<file path="src/rtl/clk_gen_div_if.sv">
// ----------------------------------------------------------------------------
// clk_gen_div_if
// Control/status bundle for the programmable clock divider.
//   start, stop           : run control (master -> slave)
//   div_half, num_cycles  : run settings, latched by the slave on start
//   clk_out               : divided 50%-duty clock (slave -> master)
//   rise, fall, done      : one-cycle strobes
//   busy                  : generation in progress
//   cycle_cnt             : completed output periods since the last start
// ----------------------------------------------------------------------------
interface clk_gen_div_if #(
    parameter int CNT_W = 16
);
    logic             start;
    logic             stop;
    logic [CNT_W-1:0] div_half;
    logic [CNT_W-1:0] num_cycles;
    logic             clk_out;
    logic             rise;
    logic             fall;
    logic             busy;
    logic             done;
    logic [CNT_W-1:0] cycle_cnt;

    modport master (
        output start, stop, div_half, num_cycles,
        input  clk_out, rise, fall, busy, done, cycle_cnt
    );

    modport slave (
        input  start, stop, div_half, num_cycles,
        output clk_out, rise, fall, busy, done, cycle_cnt
    );
endinterface

</file>
<file path="src/rtl/clk_gen_div.sv">
// ----------------------------------------------------------------------------
// clk_gen_div
// Derives a divided 50%-duty clock from clk. A run is started with start,
// uses a half-period of max(div_half,1) clk cycles and ends either after
// num_cycles output periods (0 = free-run) or gracefully on stop. Edge
// strobes (rise/fall), a done pulse and a period counter are provided.
// Ports:
//   clk   : system clock, all logic on posedge
//   rst_n : asynchronous active-low reset
//   bus   : clk_gen_div_if slave modport (control in, clock/status out)
// ----------------------------------------------------------------------------
module clk_gen_div #(
    parameter int CNT_W = 16
) (
    input  logic          clk,
    input  logic          rst_n,
    clk_gen_div_if.slave  bus
);

    typedef enum logic [1:0] {
        IDLE  = 2'd0,
        RUN   = 2'd1,
        DRAIN = 2'd2
    } state_t;

    localparam logic [CNT_W-1:0] ONE  = {{(CNT_W-1){1'b0}}, 1'b1};
    localparam logic [CNT_W-1:0] ZERO = '0;

    state_t           state_q, state_d;
    logic [CNT_W-1:0] half_cnt_q, half_cnt_d;
    logic [CNT_W-1:0] cycle_cnt_q, cycle_cnt_d;
    logic [CNT_W-1:0] dh_q, dh_d;
    logic [CNT_W-1:0] nc_q, nc_d;
    logic             clk_out_q, clk_out_d;
    logic             rise_q, rise_d;
    logic             fall_q, fall_d;
    logic             done_q, done_d;
    logic             busy_q, busy_d;

    logic             toggle;
    logic             finish;
    logic             term_hit;

    // Terminal count compares one bit wider so the +1 never wraps before
    // it is matched against a non-zero limit.
    assign term_hit = (nc_q != ZERO) &&
                      (({1'b0, cycle_cnt_q} + {1'b0, ONE}) == {1'b0, nc_q});
    assign toggle   = (half_cnt_q == (dh_q - ONE));

    always_comb begin
        state_d     = state_q;
        half_cnt_d  = half_cnt_q;
        cycle_cnt_d = cycle_cnt_q;
        dh_d        = dh_q;
        nc_d        = nc_q;
        clk_out_d   = clk_out_q;
        busy_d      = busy_q;
        rise_d      = 1'b0;
        fall_d      = 1'b0;
        done_d      = 1'b0;
        finish      = 1'b0;

        case (state_q)
            IDLE: begin
                // stop is not looked at here, so start+stop simply starts
                if (bus.start) begin
                    state_d     = RUN;
                    dh_d        = (bus.div_half == ZERO) ? ONE : bus.div_half;
                    nc_d        = bus.num_cycles;
                    half_cnt_d  = ZERO;
                    cycle_cnt_d = ZERO;
                    clk_out_d   = 1'b0;
                    busy_d      = 1'b1;
                end
            end

            RUN, DRAIN: begin
                if (toggle) begin
                    half_cnt_d = ZERO;
                    clk_out_d  = ~clk_out_q;
                    if (!clk_out_q) begin
                        rise_d = 1'b1;
                    end else begin
                        fall_d      = 1'b1;
                        cycle_cnt_d = cycle_cnt_q + ONE;
                        // A drain always ends on its fall; terminal count
                        // folds into the same single done pulse.
                        if (term_hit || (state_q == DRAIN)) begin
                            finish = 1'b1;
                        end
                    end
                end else begin
                    half_cnt_d = half_cnt_q + ONE;
                end

                // stop is judged against the post-toggle clock level: low
                // means nothing left to finish, high means let it complete.
                if ((state_q == RUN) && !finish && bus.stop) begin
                    if (!clk_out_d) begin
                        finish = 1'b1;
                    end else begin
                        state_d = DRAIN;
                    end
                end

                if (finish) begin
                    state_d    = IDLE;
                    half_cnt_d = ZERO;
                    busy_d     = 1'b0;
                    done_d     = 1'b1;
                end
            end

            default: begin
                state_d   = IDLE;
                clk_out_d = 1'b0;
                busy_d    = 1'b0;
            end
        endcase
    end

    always_ff @(posedge clk or negedge rst_n) begin
        if (!rst_n) begin
            state_q     <= IDLE;
            half_cnt_q  <= '0;
            cycle_cnt_q <= '0;
            dh_q        <= '0;
            nc_q        <= '0;
            clk_out_q   <= 1'b0;
            rise_q      <= 1'b0;
            fall_q      <= 1'b0;
            done_q      <= 1'b0;
            busy_q      <= 1'b0;
        end else begin
            state_q     <= state_d;
            half_cnt_q  <= half_cnt_d;
            cycle_cnt_q <= cycle_cnt_d;
            dh_q        <= dh_d;
            nc_q        <= nc_d;
            clk_out_q   <= clk_out_d;
            rise_q      <= rise_d;
            fall_q      <= fall_d;
            done_q      <= done_d;
            busy_q      <= busy_d;
        end
    end

    assign bus.clk_out   = clk_out_q;
    assign bus.rise      = rise_q;
    assign bus.fall      = fall_q;
    assign bus.done      = done_q;
    assign bus.busy      = busy_q;
    assign bus.cycle_cnt = cycle_cnt_q;

endmodule

</file>
<file path="src/flat_wrapper.sv">
// flat-port wrapper written by rule: the top's interface ports become plain ports
module clk_gen_div_flat 
#(
    parameter int CNT_W = 16
)
  (clk, rst_n, bus_start, bus_stop, bus_div_half, bus_num_cycles, bus_clk_out, bus_rise, bus_fall, bus_busy, bus_done, bus_cycle_cnt);
  clk_gen_div_if #(.CNT_W(CNT_W)) bus_i ();
  input  logic clk;
  input  logic rst_n;
  input wire logic [$bits(bus_i.start)-1:0] bus_start;
  input wire logic [$bits(bus_i.stop)-1:0] bus_stop;
  input wire logic [$bits(bus_i.div_half)-1:0] bus_div_half;
  input wire logic [$bits(bus_i.num_cycles)-1:0] bus_num_cycles;
  output wire logic [$bits(bus_i.clk_out)-1:0] bus_clk_out;
  output wire logic [$bits(bus_i.rise)-1:0] bus_rise;
  output wire logic [$bits(bus_i.fall)-1:0] bus_fall;
  output wire logic [$bits(bus_i.busy)-1:0] bus_busy;
  output wire logic [$bits(bus_i.done)-1:0] bus_done;
  output wire logic [$bits(bus_i.cycle_cnt)-1:0] bus_cycle_cnt;
  assign bus_i.start = bus_start;
  assign bus_i.stop = bus_stop;
  assign bus_i.div_half = bus_div_half;
  assign bus_i.num_cycles = bus_num_cycles;
  assign bus_clk_out = bus_i.clk_out;
  assign bus_rise = bus_i.rise;
  assign bus_fall = bus_i.fall;
  assign bus_busy = bus_i.busy;
  assign bus_done = bus_i.done;
  assign bus_cycle_cnt = bus_i.cycle_cnt;
  clk_gen_div #(.CNT_W(CNT_W)) u_core (.clk(clk), .rst_n(rst_n), .bus(bus_i));
endmodule
</file>
<file path="config.mk">
export PLATFORM = sky130hd
export DESIGN_NAME = clk_gen_div_flat
export DESIGN_NICKNAME = d
export VERILOG_FILES = /design/src/rtl/clk_gen_div_if.sv /design/src/rtl/clk_gen_div.sv /design/src/flat_wrapper.sv
export SDC_FILE = /design/constraint.sdc
export NUM_CORES = 1
export LEC_CHECK = 0
export CORE_ASPECT_RATIO = 2
export CORE_MARGIN = 2
export CORE_UTILIZATION = 55
export CTS_CLUSTER_DIAMETER = 120
export DETAILED_ROUTE_END_ITERATION = 10
export GPL_TIMING_DRIVEN = 1
export PLACE_DENSITY = 0.86
export SLEW_MARGIN = 15
export SYNTH_ARGS = -nofsm -noshare
export SYNTH_HDL_FRONTEND = slang
export SYNTH_SLANG_ARGS = --single-unit
</file>
<file path="constraint.sdc">
create_clock -name clk -period 5 [get_ports clk]
set_input_delay 1.25 -clock clk [delete_from_list [all_inputs] [get_ports clk]]
set_output_delay 1.25 -clock clk [all_outputs]
set_load 0.05 [all_outputs]
</file>
; Yosys cells after proc, flatten, opt, wreduce, memory -nomap -nowiden
; Cells that the tools add are included.
[classes]
bitwise_logic = 1
n_eq_ne = 10
add_sub_neg = 4
n_mux = 35
n_reduce_logical = 15
[ops]
columns = cell, count
row1 = $mux 16, 6
row2 = $pmux 16 s2, 2
row3 = $add 16x1->16 const B, 2
row4 = $mux 1, 20
row5 = $add 16x1->17 const B, 1
row6 = $eq 17x16->1, 1
row7 = $eq 16x16->1, 1
row8 = $logic_not 16->1, 1
row9 = $reduce_bool 16->1, 1
row10 = $sub 16x1->16 const B, 1
row11 = $mux 2, 4
row12 = $ne 2x1->1 const B, 3
row13 = $ne 3x1->1 const B, 2
row14 = $reduce_and 2->1, 3
row15 = $pmux 1 s2, 2
row16 = $pmux 2 s2, 1
row17 = $reduce_and 4->1, 1
row18 = $logic_and 1x1->1, 3
row19 = $reduce_and 3->1, 1
row20 = $eq 2x1->1 const B, 1
row21 = $eq 2x2->1 const B, 1
row22 = $logic_not 2->1, 1
row23 = $ne 2x2->1 const B, 1
row24 = $reduce_bool 2->1, 1
row25 = other kinds (4), 4
[word_totals]
word_cells = 75
out_inout_bits = 21
in_bits = 36
ff_bits = 71

; Logic depth before layout (Yosys ltp)
; Gate-level depths: netlist of run 1.
[depth]
word_depth = 15
depth_mapped = 18
depth_no_buf = 15

; Worst setup path after synthesis of run 1
; Ideal clock, no wire load.
[synth_timing]
path_type = register to register
from = register u_core.dh_q[0]
to = register u_core.half_cnt_q[12]
arrival_time_ps = 3894
n_path_buf = 4
setup_ps = 95
synth_period_minus_slack_ps = 3989
path_stages_with_launch = 19
required_ps = 4905
slack_ps = 1011
path_cell_list = dfrtp_1 > inv_1 > ha_1 > or4b_1 > buf_2 > o21ai_1 > nor4bb_1 > o32ai_2 > or3_4 > nor3_2 > ha_1 > nand2_1 > nand2_1 > or2_2 > buf_1 > or2_1 > buf_4 > buf_6 > o31ai_1
[synth_via]
elab_chain_len = 11
elab_cells_between_ends = 15
cone_classes = add/sub: 1 / eq/ne: 1 / mux: 10 / reduce/logical: 3
[synth_lines]
columns = item, line
row1 = start: declaration, clk_gen_div.sv:32  ; logic [CNT_W-1:0] dh_q, dh_d;
row2 = start signal: assignment, clk_gen_div.sv:138  ; dh_q <= dh_d;
row3 = $sub 16x1->16 *, clk_gen_div.sv:48  ; assign toggle = (half_cnt_q == (dh_q - ONE));
row4 = $eq 16x16->1 *, clk_gen_div.sv:48
row5 = $mux 1, clk_gen_div.sv:78  ; if (toggle) begin
row6 = $mux 1, clk_gen_div.sv:63  ; case (state_q)
row7 = $logic_not 1->1, clk_gen_div.sv:98  ; if ((state_q == RUN) && !finish && bus.stop) begin
row8 = $logic_and 1x1->1 (2 in a row), clk_gen_div.sv:98
row9 = $mux 1, clk_gen_div.sv:98
row10 = $mux 1, clk_gen_div.sv:63
row11 = $mux 16 *, clk_gen_div.sv:106  ; if (finish) begin
row12 = $pmux 16 s2 *, clk_gen_div.sv:63
row13 = end signal: assignment, clk_gen_div.sv:136  ; half_cnt_q <= half_cnt_d;
row14 = end: declaration, clk_gen_div.sv:30  ; logic [CNT_W-1:0] half_cnt_q, half_cnt_d;
; Mark *: on every way between the ends. The rest lies on a longest branch, timed or not. The select of a mux whose other input is x is not followed.
; A chain may end at the register's enable or synchronous reset.

; Worst setup path after layout of run 1
[layout_timing]
from = register u_core.dh_q[0]
to = register u_core.half_cnt_q[6]
; Same word-level chain as after synthesis.

==> flow_metrics.tcl, run 1 <==
set metrics [dict create \
    outcome "completed" \
    worst_slack_ps 347 \
    crit_fanout 16 \
    fillers 614 \
    leakage_nw 2.08 \
    drc 0 \
    comb_power_share_pct 43.2 \
    period_share_pct 93.1 \
    cp_cell_sequence "inv_1 > ha_1 > or4b_1 > o21ai_1 > nor4bb_1 > o32ai_2 > or3_4 > nor3_2 > ha_1 > nand2_1 > nand2_1 > or2_2 > or2_1 > o41ai_1" \
    path_clk_slew_ps 50 \
    grt_max_degree 39 \
    gp_congestion 0.898 \
    r2r-start "u_core.dh_q[0]" \
    required_ps 5210 \
    synthToLayoutAreaGrowth_pct 19.8 \
    relSlewSlack_pct 38.1 \
    p_int_mw 1.74 \
    worstSetupStartpoint "u_core.dh_q[0]" \
    grt_pass1_wl_um 20100 \
    cap_viol_max_count 0 \
    clk_path_buf_depth 2 \
    antenna_found_initial 0 \
    synthTopCellsByArea "dfrtp_1 39%, mux2_2 8.0%, xnor2_1 4.5%, nand2_1 3.6%, nand3_1 3.3%" \
    cpMaxStageDelayCell "or4b_1" \
    synthArstFlopShare_pct 100 \
    die_y_um 132 \
    fmax_mhz 215 \
    synth_warnings 0 \
    fp.dieArea_mm2 0.00901 \
    critPathCaptureType "register" \
    grt_pass1_vias 4258 \
    ios 57 \
    place_ws_ps 401 \
    synth.avg_cell_area_um2 9.43 \
    rows 46 \
    postCtsHoldBufs 0 \
    initial_core_util_pct 57.0 \
    cts-resized-gates 0 \
    worstMarginPinSlew_ps 927 \
    rsz0062_at_grt "false" \
    power_frac_clock_pct 21.3 \
    clock_skew_ps 13.2 \
    period_needed_ps 4650 \
    vias 4173 \
    synthFlopType "dfrtp_1" \
    place_hpwl_um 9130 \
    irDropWorstVdd_v 0.000305 \
    drive_gt1_share_pct 13.0 \
    hp-class "reg2reg" \
    drtPass1Iterations 5 \
    path_class "reg2reg" \
    insertion_delay_ps 350 \
    syn_nets 525 \
    numCtsBuffers 9 \
    min_from "u_core.bus.busy" \
    switchingPower_mw 1.26 \
    critPathMaxStageDelay_ps 590 \
    synth_seq_cells 71 \
    hold_violations 0 \
    setup_tns_ps 0 \
    synth_edf_count 0 \
    wl_per_cell_um 19.9 \
    diodes 0 \
    yosysSeqAreaShare_pct 39.3 \
    synth_largest_area_cell "dfrtp_1" \
    synth_cells 480 \
    clkSinkCount 71 \
    grt_usage_pct 29.6 \
    power.density_mw_per_mm2 553 \
    startpoint_type "register" \
    setup_violations 0 \
    slew_violations 0 \
    clk_root_buffer_cell "clkbuf_16" \
    wirelength_um 12400 \
    arrival_ps 4870 \
    critical_path_buf_inv_count 1 \
    coreArea_mm2 0.00794 \
    netlist-cell-type-count 65 \
    post-cts-setup-buffer-count 0 \
    die_x_um 68.1 \
    synth_top_area_share_pct 39.3 \
    cts_tree "yes" \
    vias_per_cell 6.68 \
    crit_family "simple AND/OR/NAND/NOR gates" \
    switching_share_pct 41.9 \
    drtIter0Drc 321 \
    seqPwrFrac_pct 35.5 \
    fin_nets 569 \
    detail-route-antenna-nets 0 \
    syn_area_mm2 0.00452 \
    portBuffers 56 \
    overflow 0 \
    htreeDepth 3 \
]
-- state kept, by name, indices dropped and copies added (netlist names), 2 cells and up --
signal and cells:
u_core.half_cnt_q 16, u_core.nc_q 16, u_core.dh_q 16, u_core.bus.cycle_cnt 16, u_core.state_q 2
-- area by class of cell --
cell class,count,area (um2),share of cell area (%)
multi-input combinational,363,2570,47.3
clock inverter,3,42.5,0.785
clock buffer,13,250,4.62
inverter,17,63.8,1.18
timing repair buffer,62,601,11.1
tap,96,120,2.22
sequential,71,1780,32.8
-- routing by layer --
| layer | vias to the layer above | GRT usage [%] | share of wire [%] |
|---|---|---|---|
| met3 | 74 | 5.12 | 4.4 |
| met2 | 178 | 50.9 | 54 |
| met4 | 0 | 23.4 | 8.3 |
| met5 | - | 0 | 0 |
| met1 | 2036 | 29.4 | 33 |
| li1 | 1885 | - | - |
-- worst reg2reg max path, cell delays in order, from the launching register on --
cell,delay [ps]
dfrtp_1,400
inv_1,90
ha_1,210
or4b_1,600
o21ai_1,200
nor4bb_1,300
o32ai_2,190
or3_4,420
nor3_2,270
ha_1,310
nand2_1,110
nand2_1,80
or2_2,420
or2_1,480
o41ai_1,460
-- Yosys cell counts, drive strengths merged, types with 11 or more instances --
library cell and count:
a211oi 16, and3 13, clkbuf 19, dfrtp 71, inv 17, mux2 32, nand2 43, nand3 30
nor2 16, nor3 14, nor4 15, o21ai 28, o31ai 12, xnor2 23, xor2 11
-- stage by stage --
step | hold slack [ps] | cells | utilization [%] | area, um2 | power, mW
2_1_floorplan | 485 | 480 | - | 4520 | 1.98
3_3_place_gp | 502 | 609 | 64.6 | 5130 | 2.29
3_5_place_dp | 507 | 609 | 64.6 | 5130 | 2.34
4_1_cts | 519 | 625 | 68.2 | 5420 | 2.98
5_1_grt | 525 | 625 | 68.2 | 5420 | 3.16
6_report | 508 | 625 | 68.2 | 5420 | 3.00
-- cell families after synthesis --
| kind of cell | synth area share [%] |
|---|---|
| flip-flops | 39.3 |
| adder cells (fa/ha/maj) | 2.49 |
| XOR/XNOR | 6.58 |
| multiplexers | 7.96 |
| AND/OR/NAND/NOR | 23.3 |
| buffers and inverters | 4.15 |
| AO/OA/AOI/OAI | 16.3 |
-- final timing paths --
check                                        to  slack [ps]  depth (start not counted)
hold / removal                  u_core.bus.busy         510                          1
min in group asynchronous       u_core.bus.rise         990                          1
setup / recovery           u_core.half_cnt_q[6]         350                         14
max in group asynchronous       u_core.dh_q[15]        3020                          2
hold reg to reg                 u_core.bus.busy         510                          1
setup reg to reg           u_core.half_cnt_q[6]         350                         14
-- cells in the final DEF, fill, tap and decap left out, types with 16 or more instances in the layout --
cell	count
clkdlybuf4s50_1	55
dfrtp_1	71
inv_1	17
mux2_2	32
nand2_1	43
nand3_1	30
nor2_1	16
o21ai_0	23
xnor2_1	23
-- power by group through the flow --
stage	Clock (mW)	Combinational, mW	Sequential, mW
after detailed placement	0	1.28	1.06
after global placement	0	1.24	1.05
final	0.639	1.30	1.07
after floorplan	0	0.890	1.09
after CTS	0.642	1.29	1.05
after global routing	0.670	1.40	1.09
No activity file was read; power rests on OpenSTA's default activity.
==> run 2, diff against run 1 <==
Settings changed: CORE_UTILIZATION 55 to 50, PLACE_DENSITY 0.86 to 0.8.
==> flow_metrics.tcl, run 2 (synthesized netlist as in run 1, its figures left out) <==
set metrics [dict create \
    outcome "completed" \
    min_from "u_core.bus.busy" \
    leakage_nw 2.08 \
    postCtsHoldBufs 0 \
    insertion_delay_ps 330 \
    period_needed_ps 4610 \
    htreeDepth 3 \
    setup_tns_ps 0 \
    startpoint_type "register" \
    drc 0 \
    path_clk_slew_ps 50 \
    grt_usage_pct 25.9 \
    r2r_cells 14 \
    die_y_um 139 \
    cts-resized-gates 0 \
    drtIter0Drc 275 \
    drtPass1Iterations 5 \
    hp-class "reg2reg" \
    global_route.usage.met3_pct 4.01 \
    cp_cell_sequence "inv_1 > ha_1 > or4b_1 > o21ai_1 > nor4bb_1 > o32ai_2 > or3_4 > nor3_2 > ha_1 > nand2_1 > nand2_1 > or2_2 > or2_1 > o41ai_1" \
    fmax_mhz 217 \
    portBuffers 56 \
    cpMaxStageDelayCell "or4b_1" \
    grt_pass1_wl_um 20200 \
    hold_end "u_core.bus.busy" \
    fp.dieArea_mm2 0.00987 \
    initial_core_util_pct 50.9 \
    clk_path_buf_depth 2 \
    mostFrequentLayoutCells "71 x dfrtp_1, 55 x clkdlybuf4s50_1, 43 x nand2_1, 32 x mux2_2, 30 x nand3_1" \
    grt.busiest_layer "met2" \
    clock_skew_ps 3.97 \
    place_hpwl_um 9160 \
    diodes 0 \
    slew_violations 0 \
    p_total_mw 3.03 \
    grt_pass1_vias 4220 \
    finalNonFillerCells 629 \
    overflow 0 \
    antenna_found_initial 0 \
    period_share_pct 92.1 \
    layout_commonest_cell "dfrtp_1" \
    numCtsBuffers 9 \
    r2r-start "u_core.dh_q[0]" \
    rows 49 \
    reg2reg_slack_ps 390 \
    fin_nets 568 \
    rsz0062_at_grt "false" \
    critPathCaptureType "register" \
    detail-route-antenna-nets 0 \
    vias_per_cell 6.51 \
    power.density_mw_per_mm2 557 \
    crit_fanout 16 \
    clk_root_buffer_cell "clkbuf_16" \
    relSlewSlack_pct 37.4 \
    ios 57 \
    synthToLayoutAreaGrowth_pct 20.3 \
    hold-path-cell-count 1 \
    gp_congestion 0.912 \
    r2r_end "u_core.half_cnt_q[6]" \
    place_inst 614 \
    coreArea_mm2 0.00889 \
    worstMarginPinSlew_ps 937 \
    grtUsageMet1_pct 26.0 \
    clkSinkCount 71 \
    required_ps 5230 \
    post-cts-setup-buffer-count 0 \
    wl_per_cell_um 19.6 \
    grt_max_degree 48 \
    drive_gt1_share_pct 13.3 \
    cts_tree "yes" \
    die_x_um 71.3 \
    grt_use_met2_pct 46.4 \
    critPathMaxStageDelay_ps 570 \
    irDropWorstVdd_v 0.000338 \
    wirelength_um 12300 \
    vias 4097 \
    cap_viol_max_count 0 \
    hold_violations 0 \
    setup_violations 0 \
    arrival_ps 4830 \
    path_class "reg2reg" \
]
[run 2: report_power, final]
group	switching (mW)	internal, mW
logic	0.720	0.572
clock network	0.241	0.432
registers	0.299	0.765
[run 2: area by class of cell]
type,instances,area [um2]
fillers,725,3450
multi-input cells,363,2570
flip-flops and latches,71,1780
repair buffers,61,596
clock buffers,9,225
well taps,102,128
clock inverters,6,86.3
inverters,17,63.8
[run 2: worst max-delay path by stage]
stage,startpoint,to,slack (ps),depth (start not counted)
floorplan,u_core.dh_q[0],u_core.half_cnt_q[12],1010,18
global placement,u_core.dh_q[0],u_core.half_cnt_q[6],590,14
detailed placement,u_core.dh_q[0],u_core.half_cnt_q[6],420,14
CTS,u_core.dh_q[0],u_core.half_cnt_q[6],410,14
global route,u_core.dh_q[0],u_core.half_cnt_q[6],80,14
finish,u_core.dh_q[0],u_core.half_cnt_q[6],390,14
[run 2: critical path: cells and delay by family (launching register included)]
kind | cells | cell delay, ps
and+or+nand+nor | 8 | 2680
AOI/OAI and AO/OA | 3 | 810
adders and majority gates | 2 | 500
DFF | 1 | 410
buffers and inverters | 1 | 90
[run 2: per-stage QoR]
step / hold WS [ps] / setup WS, ps / instance area [um2] / utilization, %
global route: 543 / 81.4 / 5440 / 61.2
finish: 532 / 395 / 5440 / 61.2
global placement: 514 / 594 / 5130 / 57.7
floorplan: 485 / 1010 / 4520 / -
detailed placement: 532 / 420 / 5130 / 57.7
CTS: 543 / 412 / 5440 / 61.2
[run 2: per-layer routing]
| layer | routed length, um | part of all wire (%) |
|---|---|---|
| met4 | 900 | 7.3 |
| met5 | 0 | 0 |
| met3 | 498 | 4.0 |
| met1 | 4050 | 33 |
| met2 | 6860 | 56 |
==> run 3, diff against run 2 <==
Settings changed: SLEW_MARGIN 15 to 20.
==> results of run 3 <==
Final layout, timing and power as in run 2 (identical DEF).
